[src/rtl/pipe_stage_skid.sv]
// Elastic pipeline stage with a two-entry skid buffer, flush for bubble insertion,
// occupancy report and a saturating stall-cycle counter.
module pipe_stage_skid #(
    parameter int WIDTH          = 70,
    parameter bit CLEAR_ON_FLUSH = 1'b1,
    parameter int CNT_W          = 16
) (
    input  logic             clk,
    input  logic             rst_n,
    input  logic             flush,
    input  logic             in_valid,
    output logic             in_ready,
    input  logic [WIDTH-1:0] in_data,
    output logic             out_valid,
    input  logic             out_ready,
    output logic [WIDTH-1:0] out_data,
    output logic [1:0]       occupancy,
    output logic [CNT_W-1:0] stall_cnt,
    input  logic             stall_clr
);

    typedef enum logic [1:0] {
        EMPTY = 2'd0,
        ONE   = 2'd1,
        TWO   = 2'd2
    } state_t;

    localparam logic [CNT_W-1:0] CNT_MAX = '1;

    state_t           state;
    state_t           state_next;
    logic [WIDTH-1:0] main_q;
    logic [WIDTH-1:0] skid_q;
    logic [WIDTH-1:0] main_next;
    logic [WIDTH-1:0] skid_next;
    logic             in_ready_q;
    logic             acc;
    logic             take;

    assign acc  = in_valid & in_ready_q;
    assign take = out_valid & out_ready;

    always_ff @(posedge clk or negedge rst_n) begin
        if (!rst_n) begin
            state      <= EMPTY;
            main_q     <= '0;
            skid_q     <= '0;
            in_ready_q <= 1'b1;
        end else begin
            state      <= state_next;
            main_q     <= main_next;
            skid_q     <= skid_next;
            in_ready_q <= (state_next != TWO);
        end
    end

    // The skid entry always drains into main, so main is the oldest payload.
    always_comb begin
        state_next = state;
        main_next  = main_q;
        skid_next  = skid_q;
        if (flush) begin
            state_next = EMPTY;
            if (CLEAR_ON_FLUSH) begin
                main_next = '0;
                skid_next = '0;
            end
        end else begin
            unique case (state)
                EMPTY: begin
                    if (acc) begin
                        state_next = ONE;
                        main_next  = in_data;
                    end
                end
                ONE: begin
                    if (acc && take) begin
                        main_next = in_data;
                    end else if (acc) begin
                        state_next = TWO;
                        skid_next  = in_data;
                    end else if (take) begin
                        state_next = EMPTY;
                    end
                end
                TWO: begin
                    if (take) begin
                        state_next = ONE;
                        main_next  = skid_q;
                    end
                end
                default: state_next = EMPTY;
            endcase
        end
    end

    always_comb begin
        out_valid = (state != EMPTY);
        in_ready  = in_ready_q;
        out_data  = main_q;
        occupancy = state;
    end

    always_ff @(posedge clk or negedge rst_n) begin
        if (!rst_n) begin
            stall_cnt <= '0;
        end else if (stall_clr) begin
            stall_cnt <= '0;
        end else if (in_valid && !in_ready_q && (stall_cnt != CNT_MAX)) begin
            stall_cnt <= stall_cnt + 1'b1;
        end
    end

endmodule

[config.mk]
export PLATFORM = sky130hd
export DESIGN_NAME = pipe_stage_skid
export DESIGN_NICKNAME = d
export VERILOG_FILES = /design/src/rtl/pipe_stage_skid.sv
export SDC_FILE = /design/constraint.sdc
export NUM_CORES = 1
export LEC_CHECK = 0
export CAP_MARGIN = 5
export CORE_AREA = 5 5 137 139
export DETAILED_ROUTE_END_ITERATION = 6
export DIE_AREA = 0 0 142 144
export MAX_ROUTING_LAYER = met4
export PLACE_DENSITY = 0.71
export SYNTH_ARGS = -nofsm -noshare
export SYNTH_HDL_FRONTEND = slang
export SYNTH_SLANG_ARGS = --single-unit
[constraint.sdc]
create_clock -name clk -period 2 [get_ports clk]
set_input_delay 0.6 -clock clk [delete_from_list [all_inputs] [get_ports clk]]
set_output_delay 0.6 -clock clk [all_outputs]
set_load 0.02 [all_outputs]
==> flow_summary.toml, run 1 <==
[outcome]
status = "complete, but fails checks"
violations = "setup timing"

[final_layout]
final_nets = 1003
drive_gt1_frac = 0.225
syn2layout_area_growth_pct = 38.7
postLayoutCoreUtil = 0.618

[timing]
worstMarginPinSlew_ns = 0.837
finClkSkew_ns = 0.00937
hold-worst-slack_ns = 0.0542
drv_slew = 0
maxSlewHeadroom = 0.442
fin_ws_ns = -0.00433
period_needed_ns = 2.00
fin_crit_sh = 1.00
rsz0062_at_grt = "yes"
setup_violations = 1
fmax_mhz = 499
timing_hold_violations_final = 0

[synth]
synth_seq_cells = 159
netlist_instances = 753
yosys-top-cells-count = "dfrtp_1, nand2_1, a21oi_1"
avgSynthCellArea_sq_um = 10.4
synthArstFlopShare = 1.00
ys_seq_area_frac = 0.509
synth_cell_types = 42
yosys_warnings = 0
yosysTopAreaCellShare = 0.506
synth-edff-count = 0
syn_nets = 834
synthFlopType = "dfrtp_1"
synth_area_leaders = "dfrtp_1, a211oi_2, mux2i_1"
yosysTopAreaCell = "dfrtp_1"
synth_most_common_cell = "dfrtp_1"
synth_area_sq_mm = 0.00782

[placed_design]
io_buffers = 165
gp_congestion = 0.789
dpl.hpwl_um = 13600

[flow_run]
max_cap_viol_count = 0

[power]
p_leak_nw = 4.63
powerDensity_mw_per_mm2 = 912
ir_drop_v = 0.000654

[global_route]
grt_util_met2 = 0.334
grt_pass1_wl_um = 33500
grt_max_degree = 141
grt_pass1_vias = 6442
antenna_found_initial = 1
met1_usage = 0.275
grtUsageTotal = 0.211
use_met3 = 0.0400
busiest_layer = "met2"
grt-ovfl-total = 0

[clock_network]
numCtsBuffers = 17
ctsLongestPathBuffers = 2
clock_sinks = 159
clock_latency_ns = 0.42
clk_pin_slew_ns = 0.07
postCtsHoldBufs = 0
cts-htree-levels = 4
post_cts_buffers = 0
cts-root-buf = "clkbuf_16"
cts_tree = "built"

[floorplan]
rows = 49
die_x_um = 142
ios = 166
start_util = 0.446
die_h_um = 144
core_area_sq_mm = 0.0175
die-area_sq_mm = 0.0204

[routing]
vias = 6391
drtIter0Drc = 314
drc = 0
avgRoutedWirePerCell_um = 18.2
firstDrtPassIters = 4
drtAntennaViolNets = 0
via_per_inst = 5.49
drt-total-wl_um = 21200

[hold_path]
worstHoldPathType = "in -> async"

[critical_path]
criticalPathCategory = "reg -> reg"
critPathCaptureType = "register"
cp_max_fo = 15
cpMaxStageDelayCell = "dfrtp_2"
crit_chain = "inv_4, ha_4, nor4b_1, a41o_2, or2_4, clkbuf_16, a211oi_2"
arrival_ns = 2.32
crit_path_start_kind = "register"
required_ns = 2.32
slowest_delay_ns = 0.45
==> flip-flops by register name, summed over array words and instances, names as in the netlist <==
name,count
out_data,70
skid_q,70
stall_cnt,16
occupancy,2
in_ready,1
==> power breakdown <==
part	internal (mW)	total (mW)	switching, mW	leakage, nW
sequential	3.55	3.78	0.228	2.15
combinational	1.23	2.82	1.59	2.19
clock	1.88	3.29	1.41	0.290
total	6.66	9.89	3.23	4.63
==> worst max-delay path: cells and delay by family (launching register included) <==
family	cells	cell delay, ns
DFF	1	0.45
adders and majority gates	1	0.21
and+or+nand+nor	2	0.45
buffers and inverters	2	0.32
AOI/OAI and AO/OA	2	0.48
==> placed cells by master (no fill, tap or decap), types with 4 or more instances in the layout <==
cell             count
o31ai_1              7
inv_6                5
nand2_1            144
nor2_1               6
dfrtp_1            156
clkbuf_16           19
a21oi_1             85
dlygate4sd2_1       82
clkdlybuf4s50_1     72
nand4_1              4
nand3_1              5
or4_1                9
buf_12              14
mux2i_1             71
buf_4               36
nand2b_1             4
dlymetal6s2s_1       6
inv_1                5
a211oi_2            70
nor3_2              33
nor3_1              37
nor2b_1              4
==> area by class of cell <==
type,count,area (sq um)
Antenna cell,1,2.50
Tap cell,229,287
Fill cell,1459,6690
Sequential cell,159,3980
Clock buffer,17,425
Timing Repair Buffer,218,2210
Inverter,8,35.0
Clock inverter,15,178
Multi-Input combinational cell,518,3720
==> metrics by stage <==
step / instance area (sq um) / TNS (ns) / power, mW / setup WS [ns] / cells
2_1_floorplan: 7890 / -3.14 / 5.42 / -0.0449 / 753
3_3_place_gp: 10100 / -58.46 / 6.62 / -0.575 / 1130
3_5_place_dp: 10100 / -60.19 / 6.66 / -0.582 / 1130
4_1_cts: 10600 / 0 / 9.80 / 0.00121 / 1162
5_1_grt: 10800 / -0.268 / 10.4 / -0.0459 / 1165
6_report: 10800 / -0.00433 / 9.89 / -0.00433 / 1165
==> cells by family after synthesis <==
logic type                 Yosys count  share of synthesized area
DFF                                159                      0.509
AOI/OAI and AO/OA                  174                      0.186
and+or+nand+nor                    265                      0.157
buffers and inverters               76                     0.0448
adders and majority gates            5                    0.00800
muxes                               74                     0.0952
==> metal layers <==
layer / wire (um) / up-vias
li1: - / 3031
met3: 960 / 27
met5: 0 / -
met1: 9580 / 3172
met4: 316 / 0
met2: 10300 / 161
==> path summary, 6_finish.rpt <==
path                         startpoint           end  slack (ns)  depth (start not counted)
setup / recovery           occupancy[0]   out_data[5]      -0.004                          7
hold / removal                    rst_n  out_data[23]        0.05                          1
setup reg to reg           occupancy[0]   out_data[5]      -0.004                          7
hold reg to reg              skid_q[20]    skid_q[20]        0.52                          2
max in group asynchronous         rst_n     skid_q[5]        1.34                          2
min in group clk                  flush  occupancy[0]        0.47                          3
==> timing repair <==
| action | 4_1_cts | 5_1_grt |
|---|---|---|
| resized for setup | 94 | 44 |
| setup endpoints to repair | 103 | 50 |
| gates cloned | 0 | 2 |
| endpoints found under the hold margin | 0 | 0 |
Note: power is estimated with default switching activity, not from simulation.
==> run 2, diff against run 1 <==
MAX_ROUTING_LAYER = default   (was met4)
REMOVE_ABC_BUFFERS = 1   (was default)
SETUP_SLACK_MARGIN = 0.5   (was default)
==> run 2 against run 1 <==
  * The run still ends with setup timing left
  * Final cell count rose by 10%
  * Clock-buffer cell count up 5
  * Register-to-register slack worse by 0.097 ns
  * Critical path type unchanged
  * Via count is 17% higher
  * Final area is 21% higher
  * Power grew 12%
  * First-iteration DRC count is 75% higher
  * Global-route usage is 3.0 points higher
  * Die area did not move
==> flow_summary.toml, run 2 (synthesis gave the netlist of run 1 again) <==
[routing]
drt-total-wl_um = 28200
drc = 0
avgRoutedWirePerCell_um = 21.9
vias = 7461
via_per_inst = 5.80
drtAntennaViolNets = 0
firstDrtPassIters = 5
drtIter0Drc = 551

[timing]
maxSlewHeadroom = 0.697
setup_violations = 46
rsz0062_at_grt = "yes"
fin_crit_sh = 1.05
worstMarginPinSlew_ns = 0.455
fin_ws_ns = -0.101
drv_slew = 0
fmax_mhz = 476
period_needed_ns = 2.10
finClkSkew_ns = 0.00965
timing_hold_violations_final = 0

[final_layout]
seq_area_sq_mm = 0.00399
drive_gt1_frac = 0.474
syn2layout_area_growth_pct = 67.6
postLayoutCoreUtil = 0.747
num-fill-cells = 1119
layout_common_cells = "dfrtp_1, buf_6, nand2_1"
layout_commonest_cell = "dfrtp_1"
final_nets = 1124
multi_input_comb_area_sq_mm = 0.00424
fin_area_sq_mm = 0.0131

[critical_path]
crit_path_start_kind = "register"
criticalPathCategory = "reg -> reg"
required_ns = 2.33
critPathCaptureType = "register"
arrival_ns = 2.44
cp_max_fo = 6
reg2reg_setup_slack_ns = -0.10

[placed_design]
io_buffers = 165
dpl.hpwl_um = 14000
place_ws_ns = -0.479
gp_congestion = 0.839
place_area_sq_mm = 0.0100

[power]
power.internal_mw = 7.44
power_frac_comb = 0.369
switchingPower_mw = 3.60
ir_drop_v = 0.000675
clkPwrFrac = 0.283
switching_share = 0.326
p_leak_nw = 5.57
seq_power_share = 0.349
powerDensity_mw_per_mm2 = 843

[floorplan]
rows = 49
core_area_sq_mm = 0.0175
ios = 166
die-area_sq_mm = 0.0204
die_h_um = 144
die_x_um = 142
start_util = 0.446

[global_route]
antenna_found_initial = 0
grt-ovfl-total = 0
use_met3 = 0.0585
busiest_layer = "met2"
grt_pass1_vias = 7235
grt_pass1_wl_um = 38900
grt_max_degree = 59
met1_usage = 0.319
grt_util_met2 = 0.402
grtUsageTotal = 0.240

[flow_run]
max_cap_viol_count = 0

[clock_network]
clock_sinks = 159
numCtsBuffers = 17
clk_pin_slew_ns = 0.07
cts-htree-levels = 4
clock_latency_ns = 0.42
cts-root-buf = "clkbuf_16"
postCtsHoldBufs = 0
ctsLongestPathBuffers = 2
cts_tree = "built"

[hold_path]
worstHoldPathType = "in -> async"

[outcome]
violations = "setup timing"
status = "complete, but fails checks"
## run 2: path summary, 6_finish.rpt
| check | start | end | cells past startpoint |
|---|---|---|---|
| min reg2reg | skid_q[31] | skid_q[31] | 2 |
| max reg2reg | occupancy[0] | out_data[60] | 10 |
| min in group clk | skid_q[31] | skid_q[31] | 2 |
| max | occupancy[0] | out_data[60] | 10 |
| max in group asynchronous | rst_n | in_ready | 2 |
| min | rst_n | stall_cnt[0] | 1 |
## run 2: power by group through the flow
stage	sequential [mW]	combinational (mW)	clock [mW]
after CTS	3.83	3.56	3.11
after floorplan	4.11	1.13	0
after detailed placement	3.83	2.79	0
after global routing	3.88	4.27	3.29
final	3.85	4.07	3.12
after global placement	3.84	2.74	0
## run 2: metal layers
| metal | up-vias | wire length [um] |
|---|---|---|
| met2 | 310 | 14200 |
| li1 | 3283 | - |
| met3 | 65 | 1860 |
| met5 | - | 0 |
| met4 | 0 | 704 |
| met1 | 3803 | 11400 |
## run 2: timing repair
item / CTS / global route
buffers inserted: 50 / 46
resized for setup: 596 / 190
endpoints found under the setup margin: 249 / 249
cloned: 18 / 12
pin swaps: 22 / 46
## run 2: metrics by stage
step / setup TNS (ns) / hold WS, ns / power [mW] / instances
2_1_floorplan: -522.48 / 0.304 / 5.24 / 685
3_3_place_gp: -50.62 / 0.509 / 6.58 / 1127
3_5_place_dp: -55.69 / 0.515 / 6.62 / 1127
4_1_cts: 0 / 0.0727 / 10.5 / 1227
5_1_grt: -6.76 / 0.0752 / 11.4 / 1285
6_report: -1.50 / 0.0742 / 11.0 / 1286
## run 2: cell type report
type	instances	area share
well taps	229	0.0219
inverters	8	0.00248
flip-flops and latches	159	0.305
repair buffers	338	0.305
clock inverters	10	0.00669
diodes	1	0.000191
clock buffers	22	0.0354
multi-input cells	519	0.324
## run 2: worst max-delay path: stages, from the launching register on
cell and delay (ns):
dfrtp_1 0.42, inv_2 0.11, buf_6 0.11, ha_4 0.16, nand3b_1 0.15, nor3_2 0.06, buf_4 0.15, or2_4 0.33
buf_4 0.17, clkbuf_16 0.16, a211oi_2 0.20
==> run 3, diff against run 2 <==
--- a/config.mk
+++ b/config.mk
@@ -11,3 +11,3 @@
 export DIE_AREA = 0 0 142 144
-export PLACE_DENSITY = 0.71
+export PLACE_DENSITY = 0.75
 export REMOVE_ABC_BUFFERS = 1
--- a/constraint.sdc
+++ b/constraint.sdc
@@ -3,2 +3,2 @@
 set_output_delay 0.6 -clock clk [all_outputs]
-set_load 0.02 [all_outputs]
+set_load 0.05 [all_outputs]
==> run 3 against run 2 <==
  * The run still ends with setup timing left
  * Clock skew decreased by 0.00067 ns
  * Setup slack worse by 0.013 ns
  * Flip-flop and latch count is the same
  * Critical path type unchanged
  * Largest power group unchanged
==> flow_summary.toml, run 3 (synthesis gave the netlist of run 1 again) <==
[routing]
firstDrtPassIters = 5
drtIter0Drc = 638
via_per_inst = 5.84
drtAntennaViolNets = 0
vias = 7324
drt-total-wl_um = 28200
drc = 0
avgRoutedWirePerCell_um = 22.4

[hold_path]
worstHoldPathType = "in -> async"

[timing]
worstMarginPinSlew_ns = 0.643
hold-worst-slack_ns = 0.102
finClkSkew_ns = 0.00898
setup_tns_ns = -4.11
maxSlewHeadroom = 0.571
rsz0062_at_grt = "yes"
timing_hold_violations_final = 0
setup_violations = 71
period_needed_ns = 2.11
fin_ws_ns = -0.114
drv_slew = 0
fmax_mhz = 473
fin_crit_sh = 1.06

[final_layout]
fin_area_sq_mm = 0.0127
drive_gt1_frac = 0.456
fin_cells = 1255
n_antenna_cell = 0
postLayoutCoreUtil = 0.722
final_nets = 1094
layout_common_cells = "dfrtp_1, nand2_1, buf_4"
layout_commonest_cell = "dfrtp_1"
syn2layout_area_growth_pct = 62.0

[clock_network]
cts-root-buf = "clkbuf_16"
postCtsHoldBufs = 0
numCtsBuffers = 17
clk_pin_slew_ns = 0.07
cts_tree = "built"
ctsLongestPathBuffers = 2
clock_sinks = 159
cts-htree-levels = 4
clock_latency_ns = 0.43

[floorplan]
ios = 166
start_util = 0.446
die_x_um = 142
rows = 49
core_area_sq_mm = 0.0175
die-area_sq_mm = 0.0204
die_h_um = 144

[critical_path]
cp_max_fo = 7
arrival_ns = 2.44
slowest_delay_ns = 0.42
rr_startpoint = "occupancy[0]"
reg2reg_setup_slack_ns = -0.11
worst-path-stages = 7
required_ns = 2.33
crit_path_start_kind = "register"
crit_buf_inv = 2
worst_r2r_endpoint = "out_data[57]"
crit_family = "compound AO/OA/AOI/OAI gates"
critPathCaptureType = "register"
criticalPathCategory = "reg -> reg"
cpMaxStageDelayCell = "or2_2"
worstRegToRegCells = 7
crit_chain = "buf_6, ha_4, a21bo_1, a41o_2, or2_2, buf_12, a211oi_2"

[placed_design]
place_area_sq_mm = 0.00982
place_ws_ns = -0.456
dpl.hpwl_um = 13900
gp_congestion = 0.817
io_buffers = 165
place_inst = 1131

[global_route]
met1_usage = 0.319
grt-ovfl-total = 0
grt_util_met2 = 0.380
grt_max_degree = 106
use_met3 = 0.0612
busiest_layer = "met2"
grt_pass1_wl_um = 37800
grtUsageTotal = 0.236
antenna_found_initial = 1
grt_pass1_vias = 6756

[power]
powerDensity_mw_per_mm2 = 935
ir_drop_v = 0.000749
power_mw = 11.8
p_leak_nw = 5.25

[flow_run]
max_cap_viol_count = 0

[outcome]
status = "complete, but fails checks"
violations = "setup timing"
-- run 3: cell types whose count changed in the layout (fill, tap and decap cells not counted), moves of 7 or more --
| cell | change |
|---|---|
| buf_6 | -32 |
| a21oi_1 | +23 |
| buf_8 | +7 |
| nor3_2 | +10 |
| nand2_4 | -23 |
| a21oi_2 | -22 |
| nor3_1 | -10 |
| nand2_2 | +21 |
-- run 3: final cells by class --
cell class,instances,area (sq um)
sequential,159,3990
multi-input combinational,519,4090
inverter,8,32.5
fill,1170,4870
timing repair buffer,308,3600
clock inverter,13,208
clock buffer,19,443
tap,229,287
-- run 3: how the worst max path moves through the flow --
stage,slack (ns),start,end
floorplan,-6.97,occupancy[0],out_data[0]
CTS,-0.02,occupancy[0],out_data[0]
global placement,-0.44,in_valid,out_data[33]
finish,-0.11,occupancy[0],out_data[57]
detailed placement,-0.46,in_valid,out_data[1]
global route,-0.17,occupancy[0],out_data[24]
-- run 3: metal layers --
metal,up-vias,wire (um)
met5,-,13
met4,2,580
met3,51,2250
met2,361,14000
met1,3683,11300
li1,3227,-
-- run 3: timing repair --
action | CTS | global route
setup endpoints to repair | 249 | 249
pin swaps | 23 | 27
gates cloned | 13 | 13
setup buffers | 24 | 42
resized for setup | 91 | 185
-- run 3: power breakdown --
| part | switching (mW) | internal (mW) | total (mW) |
|---|---|---|---|
| sequential | 0.277 | 3.55 | 3.83 |
| combinational | 2.50 | 1.85 | 4.35 |
| clock | 1.40 | 2.26 | 3.66 |
